--- src/rtl/multicycle_ctrl.sv ---
// Multi-cycle RV32I sequencing controller: walks each instruction through
// fetch/decode/exec/mem/wb, handshakes with both memories and drives datapath strobes.
module multicycle_ctrl (
  input  logic        Clk_CPU,
  input  logic        rst,
  input  logic [31:0] instr,
  input  logic        br_taken,
  input  logic        imem_ready,
  input  logic        dmem_ready,
  output logic        imem_req,
  output logic        dmem_req,
  output logic        dmem_we,
  output logic        IRWrite,
  output logic        PCWrite,
  output logic [1:0]  npc_sel,
  output logic        RegWrite,
  output logic [1:0]  WDSel,
  output logic [5:0]  EXTOp,
  output logic        illegal,
  output logic [31:0] retired
);

  typedef enum logic [2:0] {
    StFetch,
    StDecode,
    StExec,
    StMem,
    StWb,
    StTrap
  } state_e;

  typedef enum logic [3:0] {
    ClsNone,
    ClsR,
    ClsIAlu,
    ClsLoad,
    ClsStore,
    ClsBranch,
    ClsLui,
    ClsAuipc,
    ClsJal,
    ClsJalr
  } cls_e;

  localparam logic [5:0] ExtNone  = 6'b000000;
  localparam logic [5:0] ExtShamt = 6'b000001;
  localparam logic [5:0] ExtI     = 6'b000010;
  localparam logic [5:0] ExtS     = 6'b000011;
  localparam logic [5:0] ExtB     = 6'b000100;
  localparam logic [5:0] ExtU     = 6'b000101;
  localparam logic [5:0] ExtJ     = 6'b000110;

  localparam logic [1:0] NpcSeq  = 2'b00;
  localparam logic [1:0] NpcRel  = 2'b01;
  localparam logic [1:0] NpcJalr = 2'b10;

  localparam logic [1:0] WdAlu = 2'b00;
  localparam logic [1:0] WdMem = 2'b01;
  localparam logic [1:0] WdPc4 = 2'b10;

  state_e      state_q;
  cls_e        cls_q;
  logic [5:0]  extop_q;
  logic        illegal_q;
  logic [31:0] retired_q;

  cls_e        dec_cls;
  logic [5:0]  dec_ext;
  logic        dec_ok;
  logic [6:0]  opcode;
  logic [2:0]  funct3;
  logic        unused_instr;

  assign opcode       = instr[6:0];
  assign funct3       = instr[14:12];
  assign unused_instr = ^{instr[31:15], instr[11:7]};

  // Opcode classification; only consulted while in decode.
  always_comb begin
    dec_cls = ClsNone;
    dec_ext = ExtNone;
    dec_ok  = 1'b1;
    case (opcode)
      7'b0110011: begin
        dec_cls = ClsR;
        dec_ext = ExtNone;
      end
      7'b0010011: begin
        dec_cls = ClsIAlu;
        dec_ext = (funct3 == 3'b001 || funct3 == 3'b101) ? ExtShamt : ExtI;
      end
      7'b0000011: begin
        dec_cls = ClsLoad;
        dec_ext = ExtI;
      end
      7'b1100111: begin
        dec_cls = ClsJalr;
        dec_ext = ExtI;
      end
      7'b0100011: begin
        dec_cls = ClsStore;
        dec_ext = ExtS;
      end
      7'b1100011: begin
        dec_cls = ClsBranch;
        dec_ext = ExtB;
      end
      7'b0110111: begin
        dec_cls = ClsLui;
        dec_ext = ExtU;
      end
      7'b0010111: begin
        dec_cls = ClsAuipc;
        dec_ext = ExtU;
      end
      7'b1101111: begin
        dec_cls = ClsJal;
        dec_ext = ExtJ;
      end
      default: begin
        dec_cls = ClsNone;
        dec_ext = ExtNone;
        dec_ok  = 1'b0;
      end
    endcase
  end

  always_ff @(posedge Clk_CPU) begin
    if (rst) begin
      state_q   <= StFetch;
      cls_q     <= ClsNone;
      extop_q   <= ExtNone;
      illegal_q <= 1'b0;
      retired_q <= 32'd0;
    end else begin
      if (PCWrite) begin
        retired_q <= retired_q + 32'd1;
      end
      case (state_q)
        StFetch: begin
          if (imem_ready) begin
            state_q <= StDecode;
          end
        end
        StDecode: begin
          cls_q   <= dec_cls;
          extop_q <= dec_ext;
          if (dec_ok) begin
            state_q <= StExec;
          end else begin
            state_q   <= StTrap;
            illegal_q <= 1'b1;
          end
        end
        StExec: begin
          if (cls_q == ClsBranch) begin
            state_q <= StFetch;
          end else if (cls_q == ClsLoad || cls_q == ClsStore) begin
            state_q <= StMem;
          end else begin
            state_q <= StWb;
          end
        end
        StMem: begin
          if (dmem_ready) begin
            state_q <= (cls_q == ClsStore) ? StFetch : StWb;
          end
        end
        StWb: begin
          state_q <= StFetch;
        end
        StTrap: begin
          state_q <= StTrap;
        end
        default: begin
          state_q <= StFetch;
        end
      endcase
    end
  end

  // Strobes follow state/class; ready and br_taken gate only the documented cases.
  always_comb begin
    imem_req = 1'b0;
    dmem_req = 1'b0;
    dmem_we  = 1'b0;
    IRWrite  = 1'b0;
    PCWrite  = 1'b0;
    npc_sel  = NpcSeq;
    RegWrite = 1'b0;
    WDSel    = WdAlu;
    if (!rst) begin
      case (state_q)
        StFetch: begin
          imem_req = 1'b1;
          IRWrite  = imem_ready;
        end
        StExec: begin
          if (cls_q == ClsBranch) begin
            PCWrite = 1'b1;
            npc_sel = br_taken ? NpcRel : NpcSeq;
          end
        end
        StMem: begin
          dmem_req = 1'b1;
          dmem_we  = (cls_q == ClsStore);
          if (cls_q == ClsStore && dmem_ready) begin
            PCWrite = 1'b1;
            npc_sel = NpcSeq;
          end
        end
        StWb: begin
          RegWrite = 1'b1;
          PCWrite  = 1'b1;
          case (cls_q)
            ClsLoad: begin
              WDSel   = WdMem;
              npc_sel = NpcSeq;
            end
            ClsJal: begin
              WDSel   = WdPc4;
              npc_sel = NpcRel;
            end
            ClsJalr: begin
              WDSel   = WdPc4;
              npc_sel = NpcJalr;
            end
            default: begin
              WDSel   = WdAlu;
              npc_sel = NpcSeq;
            end
          endcase
        end
        default: begin
          imem_req = 1'b0;
        end
      endcase
    end
  end

  assign EXTOp   = extop_q;
  assign illegal = illegal_q;
  assign retired = retired_q;

endmodule

--- config.mk ---
export PLATFORM = sky130hd
export DESIGN_NAME = multicycle_ctrl
export DESIGN_NICKNAME = d
export VERILOG_FILES = /design/src/rtl/multicycle_ctrl.sv
export SDC_FILE = /design/constraint.sdc
export NUM_CORES = 1
export LEC_CHECK = 0
export ABC_AREA = 1
export CAP_MARGIN = 10
export CORE_ASPECT_RATIO = 1.4
export CORE_UTILIZATION = 62
export DETAILED_ROUTE_END_ITERATION = 7
export DONT_BUFFER_PORTS = 1
export PLACE_DENSITY_LB_ADDON = 0.05
export SYNTH_ARGS = -nofsm -noshare
export SYNTH_HDL_FRONTEND = slang
export SYNTH_SLANG_ARGS = --single-unit
--- constraint.sdc ---
create_clock -name Clk_CPU -period 1.8 [get_ports Clk_CPU]
set_input_delay 0.18 -clock Clk_CPU [delete_from_list [all_inputs] [get_ports Clk_CPU]]
set_output_delay 0.18 -clock Clk_CPU [all_outputs]
set_load 0.005 [all_outputs]
# After elaboration in Yosys (flattened, before gate mapping)
# Cells that the tools add are included.
# classes
add_sub_neg	1
bitwise_logic	1
n_reduce_logical	10
eq_ne	23
mux	33
# ops
operator	n
4-bit one-hot mux with 9 select lines	1
32-bit by 1-bit adder with 32-bit output (second input constant)	1
7-bit by 6-bit equality test with 1-bit output (second input constant)	3
7-bit equality test (second input constant)	3
3-bit 2-to-1 mux	6
3-bit one-hot mux with 6 select lines	1
1-bit 2-to-1 mux	16
3-bit one-hot mux with 5 select lines	1
7-bit by 5-bit equality test with 1-bit output (second input constant)	2
2-bit one-hot mux with 2 select lines	3
3-bit equality test (second input constant)	3
9-bit OR reduction	1
4-bit by 3-bit equality test with 1-bit output (second input constant)	2
4-bit equality test (second input constant)	2
2-bit 2-to-1 mux	4
7-bit by 2-bit equality test with 1-bit output (second input constant)	1
3-bit by 1-bit equality test with 1-bit output (second input constant)	2
3-bit by 2-bit equality test with 1-bit output (second input constant)	2
2-bit OR reduction	3
4-bit by 2-bit equality test with 1-bit output (second input constant)	1
2-bit inequality test (second input constant)	2
2-bit AND reduction	2
3-bit zero test	1
1-bit one-hot mux with 3 select lines	1
3 further kinds	4
# totals
regBits	46
out_inout_bits	49
wordCells	73
inputBits	37

# Depth between registers and ports, before layout
# Gate-level depths: netlist of run 1.
# depth
word_depth	5
depth_mapped	12
ltp_nobuf	12

# Worst setup path after synthesis of run 1
# OpenSTA, ideal clock, no wires.
# synth_path
path_kind	reg-to-reg
start	register retired_q[0] (netlist: retired[0])
end	register retired_q[18] (netlist: retired[18])
setup_time_ns	0.116
synth_period_minus_slack_ns	1.602
t_arrival_ns	1.487
setup_slack_ns	0.198
path_stages_with_launch	11
t_required_ns	1.684
path_buffers	0
path_cell_list	dfxtp_1 -> ha_1 -> nand2_2 -> nor2_4 -> inv_2 -> nor2_4 -> nand2_1 -> nor2_1 -> nand3_1 -> o21ai_0 -> nor2_1
# synth_between
elab_chain_cells	1
# synth_rtl
item	line_no	source
from (decl)	65	logic [31:0] retired_q;
from (signal assigned)	137	retired_q <= retired_q + 32'd1;
32-bit by 1-bit adder with 32-bit output	137	
# No other way between the ends.
# A chain may end at the register's enable or synchronous reset.

# Worst setup path in the final report of run 1
# layout_path
start	register cls_q[1]
end	output port PCWrite
# layout_between
elab_chain_cells	5
word_cells_on_any_way	7
cone_classes	eq/ne (2); mux (4); reduce/logical (1)
# layout_rtl
item	line_no	source
from (decl)	62	cls_e cls_q;
from (signal assigned)	131	cls_q <= ClsNone;
from (signal assigned)	146	cls_q <= dec_cls;
4-bit by 3-bit equality test with 1-bit output	207	if (cls_q == ClsStore && dmem_ready) begin
1-bit logical AND	207	
1-bit 2-to-1 mux	207	
1-bit one-hot mux with 3 select lines *	193	case (state_q)
1-bit 2-to-1 mux *	192	if (!rst) begin
to (decl)	14	output logic PCWrite,
# Every way passes the cells marked *; elsewhere a longest branch is shown, timed or not.

==> impl_metrics.json, run 1 <==
{
  "outcome": "completed",
  "grt_pass1_wl_mm": 11.7,
  "drive_gt1_frac": 0.117,
  "ys_seq_elements": 43,
  "worst_pin_slew_ns": 1.11,
  "rows": 28,
  "timing.rr.start": "retired[14]",
  "dpl_cell_area_um2": 2920,
  "period_share": 0.951,
  "core_area_um2": 4310,
  "worstHoldPathCells": 2,
  "cp_slowest_cell": "dfxtp_1",
  "crit_path_end_kind": "primary output",
  "routed_wl_mm": 7.31,
  "antenna_found_initial": 0,
  "met1_usage": 0.308,
  "met2_usage": 0.610,
  "r2r-end": "retired[31]",
  "path_cells": "inv_1, nand2_2, nor3_1, nand3_2, nand3_4, nand2_4, inv_6",
  "power_density_nw_per_um2": 665,
  "reg2regPathDepth": 10,
  "cp_data_required_time_ns": 1.62,
  "hold_path_startpoint": "rst",
  "wl_per_cell_um": 13.3,
  "yosysUniqueCellTypes": 34,
  "hold_path.class": "in -> reg",
  "drt_iter0_drc": 155,
  "clkTransAtPathRegs_ns": 0.08,
  "postSynthCellCount": 469,
  "die_h_um": 81.9,
  "first_global_vias": 2836,
  "initial_core_util": 0.655,
  "leakage_nw": 1.20,
  "fin_area_um2": 3160,
  "routabilityCongestion": 0.890,
  "crit_path_max_fanout": 15,
  "maxSlewHeadroom": 0.257,
  "cts.sinks": 43,
  "portBuffers": 0,
  "areaGrowthSynthToFinish_pct": 11.8,
  "yosysSeqAreaShare": 0.305,
  "setup_viol": 0,
  "placed_cells": 532,
  "skew_ns": 0.00418,
  "dp.final_hpwl_mm": 5.43,
  "fin_crit_ns": 1.71,
  "pre_cts_slack_ns": 0.130,
  "grt_max_degree": 28,
  "die_width_um": 59.0,
  "die-area_um2": 4830,
  "cts_tree": "yes",
  "finalNonFillerCells": 548,
  "grt.overflow.total": 0,
  "fin_tns_setup_ns": 0,
  "reg2reg_slack_ns": 0.14,
  "num-fill-cells": 399,
  "cap_violations": 0,
  "fmax_mhz": 584,
  "htreeDepth": 2,
  "postSynthAreaPerCell_um2": 6.02,
  "yosys_warnings": 0,
  "whs_endpoint": "retired[0]",
  "crit_type": "reg -> out",
  "syn_area_um2": 2820,
  "cts-buffers-inserted": 5,
  "irDropWorstVdd_v": 0.000618,
  "ios": 86,
  "track_usage": 0.314,
  "nets": 525,
  "via_per_inst": 5.55,
  "vias": 3041,
  "drt_first_pass_iters": 4,
  "crit_path_max_incr_delay_ns": 0.34,
  "start_kind": "flip-flop",
  "maxSlewViolCount": 0,
  "cts-root-buf": "clkbuf_8",
  "hold_viol_final": 0,
  "clock_tree.buffer_depth": 2,
  "num_antenna_cells": 0,
  "route.detailed.drc": 0,
  "cp.arrival_ns": 1.53,
  "global_route.usage.met3": 0.0504,
  "ant_nets": 0,
  "clk_latency_ns": 0.30,
  "busiest_layer": "met2",
  "fin_ws_ns": 0.0885
}
-- state kept, by name (all words and copies together), names as in the netlist --
register and count:
illegal 1, cls_q 4, state_q 3, EXTOp 3, retired 32
-- critical path, delay by kind of cell (launching register included) --
family                 cells  cell delay [ns]
and+or+nand+nor            5             0.67
DFF                        1             0.34
buffers and inverters      2             0.22
-- metrics by stage --
step | hold slack (ns) | power, mW | utilization
after global placement | 0.249 | 1.18 | 0.678
after global routing | 0.0584 | 2.16 | 0.733
after detailed placement | 0.251 | 1.19 | 0.678
final | 0.0547 | 2.10 | 0.733
after CTS | 0.0487 | 2.08 | 0.711
after floorplan | 0.390 | 1.16 | -
-- logic make-up (layout without fill, tap and decap cells) --
group | Yosys count | after routing | share of synthesized area
AOI/OAI and AO/OA | 53 | 53 | 0.0979
xor gates and xnor gates | 3 | 3 | 0.00931
adders and majority gates | 1 | 1 | 0.00443
buffers and inverters | 68 | 85 | 0.103
DFF | 43 | 43 | 0.305
other | 1 | 3 | 0.00133
and+or+nand+nor | 300 | 300 | 0.479
-- worst max path at each step --
stage / slack [ns] / start / to
global placement: 0.15 / retired[1] / retired[18]
global route: -0.008 / retired[1] / retired[18]
detailed placement: 0.13 / retired[1] / retired[18]
finish: 0.09 / cls_q[1] / PCWrite
floorplan: 0.20 / retired[0] / retired[18]
CTS: 0.02 / state_q[1] / PCWrite
-- layout make-up --
class | instances | area, um2 | area share
tap | 60 | 75.1 | 0.0238
multi-input combinational | 360 | 1700 | 0.538
inverter | 57 | 219 | 0.0694
sequential | 43 | 867 | 0.275
clock buffer | 6 | 72.6 | 0.0230
clock inverter | 2 | 60.1 | 0.0190
timing repair buffer | 20 | 165 | 0.0523
-- power by group --
part / switching, mW / internal (mW) / total, mW
combinational: 0.142 / 0.0731 / 0.215
sequential: 0.0208 / 0.970 / 0.990
clock: 0.338 / 0.555 / 0.893
total: 0.501 / 1.60 / 2.10
-- synth_stat cells --
master    instances  area, um2
nor2_1           65        244
buf_4             4       30.0
nor3_1           28        140
buf_8             1       15.0
buf_6             1       11.3
clkbuf_1          5       18.8
inv_1            54        203
o21ai_0          15       75.1
nor3b_1           1       7.51
nand4_1           5       31.3
nor2_2            4       25.0
ha_1              1       12.5
nor2_4            3       33.8
dfxtp_1          43        861
nand2_1         146        548
inv_4             1       6.26
a21oi_2           1       8.76
nor3_2            3       30.0
nand3_2           3       30.0
nand3b_1          5       37.5
a21oi_1          32        160
and3_1            1       6.26
conb_1            1       3.75
nand3_1          26        130
nand2_4           1       11.3
inv_2             2       7.51
and2_1            1       6.26
xor2_1            3       26.3
nor3_4            1       16.3
nand3_4           1       17.5
nor4_1            2       12.5
nand2_2           4       25.0
a31oi_1           4       25.0
o21a_1            1       7.51
-- repair_timing --
action,4_1_cts,5_1_grt
gates resized for setup,0,11
endpoints found under the setup margin,0,11
hold buffers,1,0
endpoints found under the hold margin,27,0
setup buffers,0,7
-- placed cells by master, fill, tap and decap left out, drive strengths merged, types with 2 or more instances in the layout --
master  synthesis  layout
a21oi          33      33
a31oi           4       4
buf             6      19
bufinv          0       2
clkbuf          5       6
conb            1       3
dfxtp          43      43
inv            57      57
nand2         151     151
nand3          30      30
nand3b          5       5
nand4           5       5
nor2           72      72
nor3           32      32
nor4            2       2
o21ai          15      15
xor2            3       3
-- per-layer routing --
layer / up-vias / part of all wire / wire length [um]
met4: 0 / 0.037 / 274
met5: - / 0 / 0
met1: 1376 / 0.37 / 2730
met3: 29 / 0.055 / 400
met2: 109 / 0.53 / 3900
li1: 1527 / - / -
No activity file was read; power rests on OpenSTA's default activity.
==> run 2: changes to the inputs <==
Settings changed: ABC_AREA 1 to not set, CORE_UTILIZATION 62 to 65.
Clock period 1.8 ns to 2.15 ns, I/O delays scaled along.
==> impl_metrics.json, run 2 <==
{
  "ys_seq_elements": 43,
  "synth_area_leaders": "dfxtp_1 36%, nor2_1 5.1%, a21oi_1 5.0%",
  "fmax_mhz": 490,
  "pre_cts_slack_ns": 0.0471,
  "nets": 348,
  "ys_top_cells_by_count": "43 x dfxtp_1, 33 x nor2_1, 24 x a21oi_1",
  "postSynthCellCount": 296,
  "setup_viol": 0,
  "num_antenna_cells": 0,
  "p_comb_frac": 0.085,
  "clock_tree.buffer_depth": 2,
  "drive_gt1_frac": 0.138,
  "crit_path_max_incr_delay_ns": 0.53,
  "yosysMostFrequentCell": "dfxtp_1",
  "holdWs_ns": 0.0844,
  "final_common_cell": "dfxtp_1",
  "postSynthAreaPerCell_um2": 8.15,
  "ys_async_sr_fraction": 0,
  "yosys.area.top_type": "dfxtp_1",
  "final_util": 0.773,
  "die-area_um2": 3960,
  "grt_pass1_wl_mm": 8.94,
  "drt_first_pass_iters": 5,
  "ant_nets": 0,
  "synth-edff-count": 0,
  "power_density_nw_per_um2": 538,
  "fin_crit_ns": 2.04,
  "cts-buffers-inserted": 5,
  "clk_latency_ns": 0.30,
  "core_area_um2": 3470,
  "htreeDepth": 2,
  "ios": 86,
  "cts.sinks": 43,
  "areaGrowthSynthToFinish_pct": 11.3,
  "initial_core_util": 0.695,
  "dpl_cell_area_um2": 2500,
  "crit_path_max_fanout": 6,
  "worst_pin_slew_ns": 0.544,
  "grt.overflow.total": 0,
  "final_cell_mix": "42 x dfxtp_1, 33 x nor2_1, 24 x a21oi_1",
  "crit_type": "reg -> reg",
  "yosys_warnings": 0,
  "drt_iter0_drc": 42,
  "via_per_inst": 6.51,
  "yosysUniqueCellTypes": 51,
  "die_width_um": 53.5,
  "portBuffers": 0,
  "track_usage": 0.304,
  "maxSlewViolCount": 0,
  "die_h_um": 74.1,
  "outcome": "completed",
  "yosysSeqAreaShare": 0.357,
  "largest_reg_flops": 32,
  "power.share.clock": 0.350,
  "cts_tree": "yes",
  "fin_area_um2": 2690,
  "hold_path.class": "in -> reg",
  "route.detailed.drc": 0,
  "p_int_mw": 1.08,
  "cts-root-buf": "clkbuf_8",
  "p_sw_uw": 362,
  "cp_top_family": "simple AND/OR/NAND/NOR gates",
  "wl_per_cell_um": 16.5,
  "leakage_nw": 0.942,
  "switching_share": 0.251,
  "synth_ff_type": "dfxtp_1",
  "crit_buf_inv": 2,
  "dp.final_hpwl_mm": 3.97,
  "start_kind": "flip-flop",
  "syn_area_um2": 2410,
  "period_share": 0.949,
  "irDropWorstVdd_v": 0.000520,
  "cp_slowest_cell": "or4_1",
  "cp_data_required_time_ns": 2.38,
  "cap_violations": 0,
  "vias": 2284,
  "first_global_vias": 2084,
  "routed_wl_mm": 5.80,
  "fin_tns_setup_ns": 0,
  "cp.arrival_ns": 2.27,
  "hold_viol_final": 0,
  "crit_path_end_kind": "flip-flop",
  "clkTransAtPathRegs_ns": 0.08,
  "num-fill-cells": 269,
  "antenna_found_initial": 0,
  "grt_max_degree": 42,
  "rows": 25,
  "skew_ns": 0.00656,
  "routabilityCongestion": 0.761,
  "path_common_cell": "buf_4",
  "path_cells": "nand3b_1, a2111oi_4, buf_4, buf_4, o21ai_2, or4_1, a21oi_1",
  "yosys.area.top_type_share": 0.357,
  "fin_ws_ns": 0.109,
  "maxSlewHeadroom": 0.631,
  "seqPwrFrac": 0.565
}
==> run 2: cell types whose count changed after synthesis, sizes merged, moves of 9 or more <==
| cell | previous run | this run |
|---|---|---|
| nand2 | 151 | 20 |
| a21oi | 33 | 24 |
| nor3 | 32 | 5 |
| or4 | 0 | 10 |
| inv | 57 | 5 |
| nor2 | 72 | 33 |
| nand3 | 30 | 11 |
| xor2 | 3 | 13 |
| o31ai | 0 | 10 |
==> run 2: final cells by class <==
| class | count | area [um2] | area share |
|---|---|---|---|
| repair buffers | 24 | 193 | 0.0718 |
| clock buffers | 6 | 72.6 | 0.0270 |
| clock inverters | 2 | 12.5 | 0.00466 |
| inverters | 6 | 22.5 | 0.00839 |
| well taps | 40 | 50.0 | 0.0186 |
| flip-flops and latches | 43 | 862 | 0.321 |
| multi-input cells | 230 | 1470 | 0.548 |
==> run 2: power groups by stage <==
stage | clock [mW] | combinational, mW | sequential [mW]
floorplan | 0 | 0.100 | 0.830
global placement | 0 | 0.0972 | 0.834
detailed placement | 0 | 0.0986 | 0.834
CTS | 0.508 | 0.115 | 0.815
global route | 0.544 | 0.138 | 0.816
finish | 0.506 | 0.123 | 0.815
==> run 2: logic make-up (layout without fill, tap and decap cells) <==
family                   Yosys count  in the layout  synth area share
buffers and inverters             25             38            0.0451
adder cells (fa/ha/maj)            1              1           0.00519
other                              1              3           0.00155
flip-flops                        43             43             0.357
multiplexers                       1              1           0.00467
AND/OR/NAND/NOR                  129            129             0.302
AO/OA/AOI/OAI                     80             80             0.226
XOR/XNOR                          16             16            0.0581
==> run 2: worst paths after layout <==
path                            slack, ns     start  cells past startpoint           to
worst min register to register       0.48  EXTOp[0]                      2     EXTOp[0]
worst max register to register       0.11  cls_q[0]                      7  retired[24]
worst min-delay path                 0.08       rst                      2  retired[16]
worst max-delay path                 0.11  cls_q[0]                      7  retired[24]
==> run 2: what timing repair did <==
action	CTS	global route
endpoints found under the setup margin	0	11
setup buffers	0	7
resized for setup	0	4
hold endpoints to repair	41	0
hold buffers	1	0
==> run 2: stage by stage <==
| stage | total power, mW | instances |
|---|---|---|
| after detailed placement | 0.933 | 335 |
| after global placement | 0.931 | 335 |
| after CTS | 1.44 | 344 |
| final | 1.44 | 351 |
| after global routing | 1.50 | 351 |
| after floorplan | 0.931 | 298 |
==> run 2: metal layers <==
metal  vias up  wire, um  GRT usage
met2        68      3110      0.553
met3        13       238     0.0695
met5         -         0          0
met4         0       113      0.149
met1      1088      2340      0.316
li1       1115         -          -
==> run 3: changes to the inputs <==
Clock period 2.15 ns to 2.46 ns, I/O delays scaled along.
==> impl_metrics.json, run 3 (same netlist as run 2, synthesis figures left out) <==
{
  "post_cts_resized": 0,
  "final_cell_mix": "43 x dfxtp_1, 33 x nor2_1, 24 x a21oi_1",
  "first_global_vias": 1804,
  "ios": 86,
  "final_common_cell": "dfxtp_1",
  "dpl_cell_area_um2": 2440,
  "core_area_um2": 3470,
  "hold_viol_final": 0,
  "hold_buffers": 0,
  "portBuffers": 0,
  "setup_viol": 0,
  "initial_core_util": 0.695,
  "dp.final_hpwl_mm": 3.67,
  "areaGrowthSynthToFinish_pct": 4.36,
  "hold_path.class": "in -> reg",
  "vias": 2125,
  "leakage_nw": 0.842,
  "fin_crit_ns": 2.25,
  "die_h_um": 74.1,
  "grt.overflow.total": 0,
  "skew_ns": 0.00621,
  "htreeDepth": 2,
  "clk_latency_ns": 0.30,
  "largest_reg_flops": 32,
  "grt_max_degree": 54,
  "worst_pin_slew_ns": 0.573,
  "route.detailed.drc": 0,
  "p_total_mw": 1.22,
  "track_usage": 0.270,
  "cap_violations": 0,
  "outcome": "completed",
  "cts_tree": "yes",
  "irDropWorstVdd_v": 0.000381,
  "antenna_found_initial": 0,
  "cp.arrival_ns": 2.48,
  "die_width_um": 53.5,
  "cp_data_required_time_ns": 2.69,
  "clock_tree.buffer_depth": 2,
  "finalNonFillerCells": 334,
  "placed_cells": 326,
  "die-area_um2": 3960,
  "num_antenna_cells": 0,
  "drt_iter0_drc": 46,
  "fin_tns_setup_ns": 0,
  "power_density_nw_per_um2": 487,
  "crit_type": "reg -> reg",
  "drt_first_pass_iters": 4,
  "ant_nets": 0,
  "grt_pass1_wl_mm": 8.02,
  "fin_area_um2": 2520,
  "routed_wl_mm": 5.12,
  "final_util": 0.725,
  "clkTransAtPathRegs_ns": 0.08,
  "postCtsSetupBuffers": 0,
  "cts.sinks": 43,
  "period_share": 0.915,
  "fmax_mhz": 444,
  "routabilityCongestion": 0.711,
  "wl_per_cell_um": 15.3,
  "maxSlewHeadroom": 0.612,
  "cts-root-buf": "clkbuf_8",
  "start_kind": "flip-flop",
  "drive_gt1_frac": 0.0816,
  "fin_ws_ns": 0.209,
  "maxSlewViolCount": 0,
  "pre_cts_slack_ns": 0.221,
  "holdWs_ns": 0.00752,
  "rows": 25,
  "crit_path_max_fanout": 10,
  "via_per_inst": 6.36,
  "grt_setup_unrepaired": "no",
  "crit_path_end_kind": "flip-flop",
  "cts-buffers-inserted": 5,
  "nets": 331
}
## run 3: cell count changes in the layout (fill, tap and decap cells not counted), sizes merged
| cell | change |
|---|---|
| clkbuf | +1 |
| buf | -17 |
| clkinvlp | -1 |
## run 3: cell type report
type	instances	area (um2)
Fill cell	307	955
Timing Repair Buffer	7	52.6
Clock buffer	7	76.3
Inverter	6	22.5
Clock inverter	1	5.00
Multi-Input combinational cell	230	1450
Tap cell	40	50.0
Sequential cell	43	861
## run 3: power breakdown
group          internal [mW]  switching, mW
sequential             0.704         0.0119
combinational         0.0333         0.0472
clock                  0.199          0.229
total                  0.937          0.288
## run 3: per-layer routing
metal / global-route usage / vias up / share of wire
met3: 0.0798 / 5 / 0.047
li1: - / 1076 / -
met5: 0 / - / 0
met2: 0.465 / 45 / 0.51
met1: 0.314 / 999 / 0.43
met4: 0.0877 / 0 / 0.012
## run 3: path summary, 6_finish.rpt
| path | cells past startpoint | from | slack, ns | end |
|---|---|---|---|---|
| max | 5 | retired[3] | 0.21 | retired[25] |
| max reg2reg | 5 | retired[3] | 0.21 | retired[25] |
| min reg2reg | 2 | EXTOp[0] | 0.48 | EXTOp[0] |
| min | 1 | rst | 0.008 | retired[20] |
## run 3: critical path, stage by stage (launching register included)
cell	delay (ns)
dfxtp_1	0.46
nand4_2	0.21
nor4_4	0.52
nand4_2	0.32
or4_1	0.53
a21oi_1	0.14
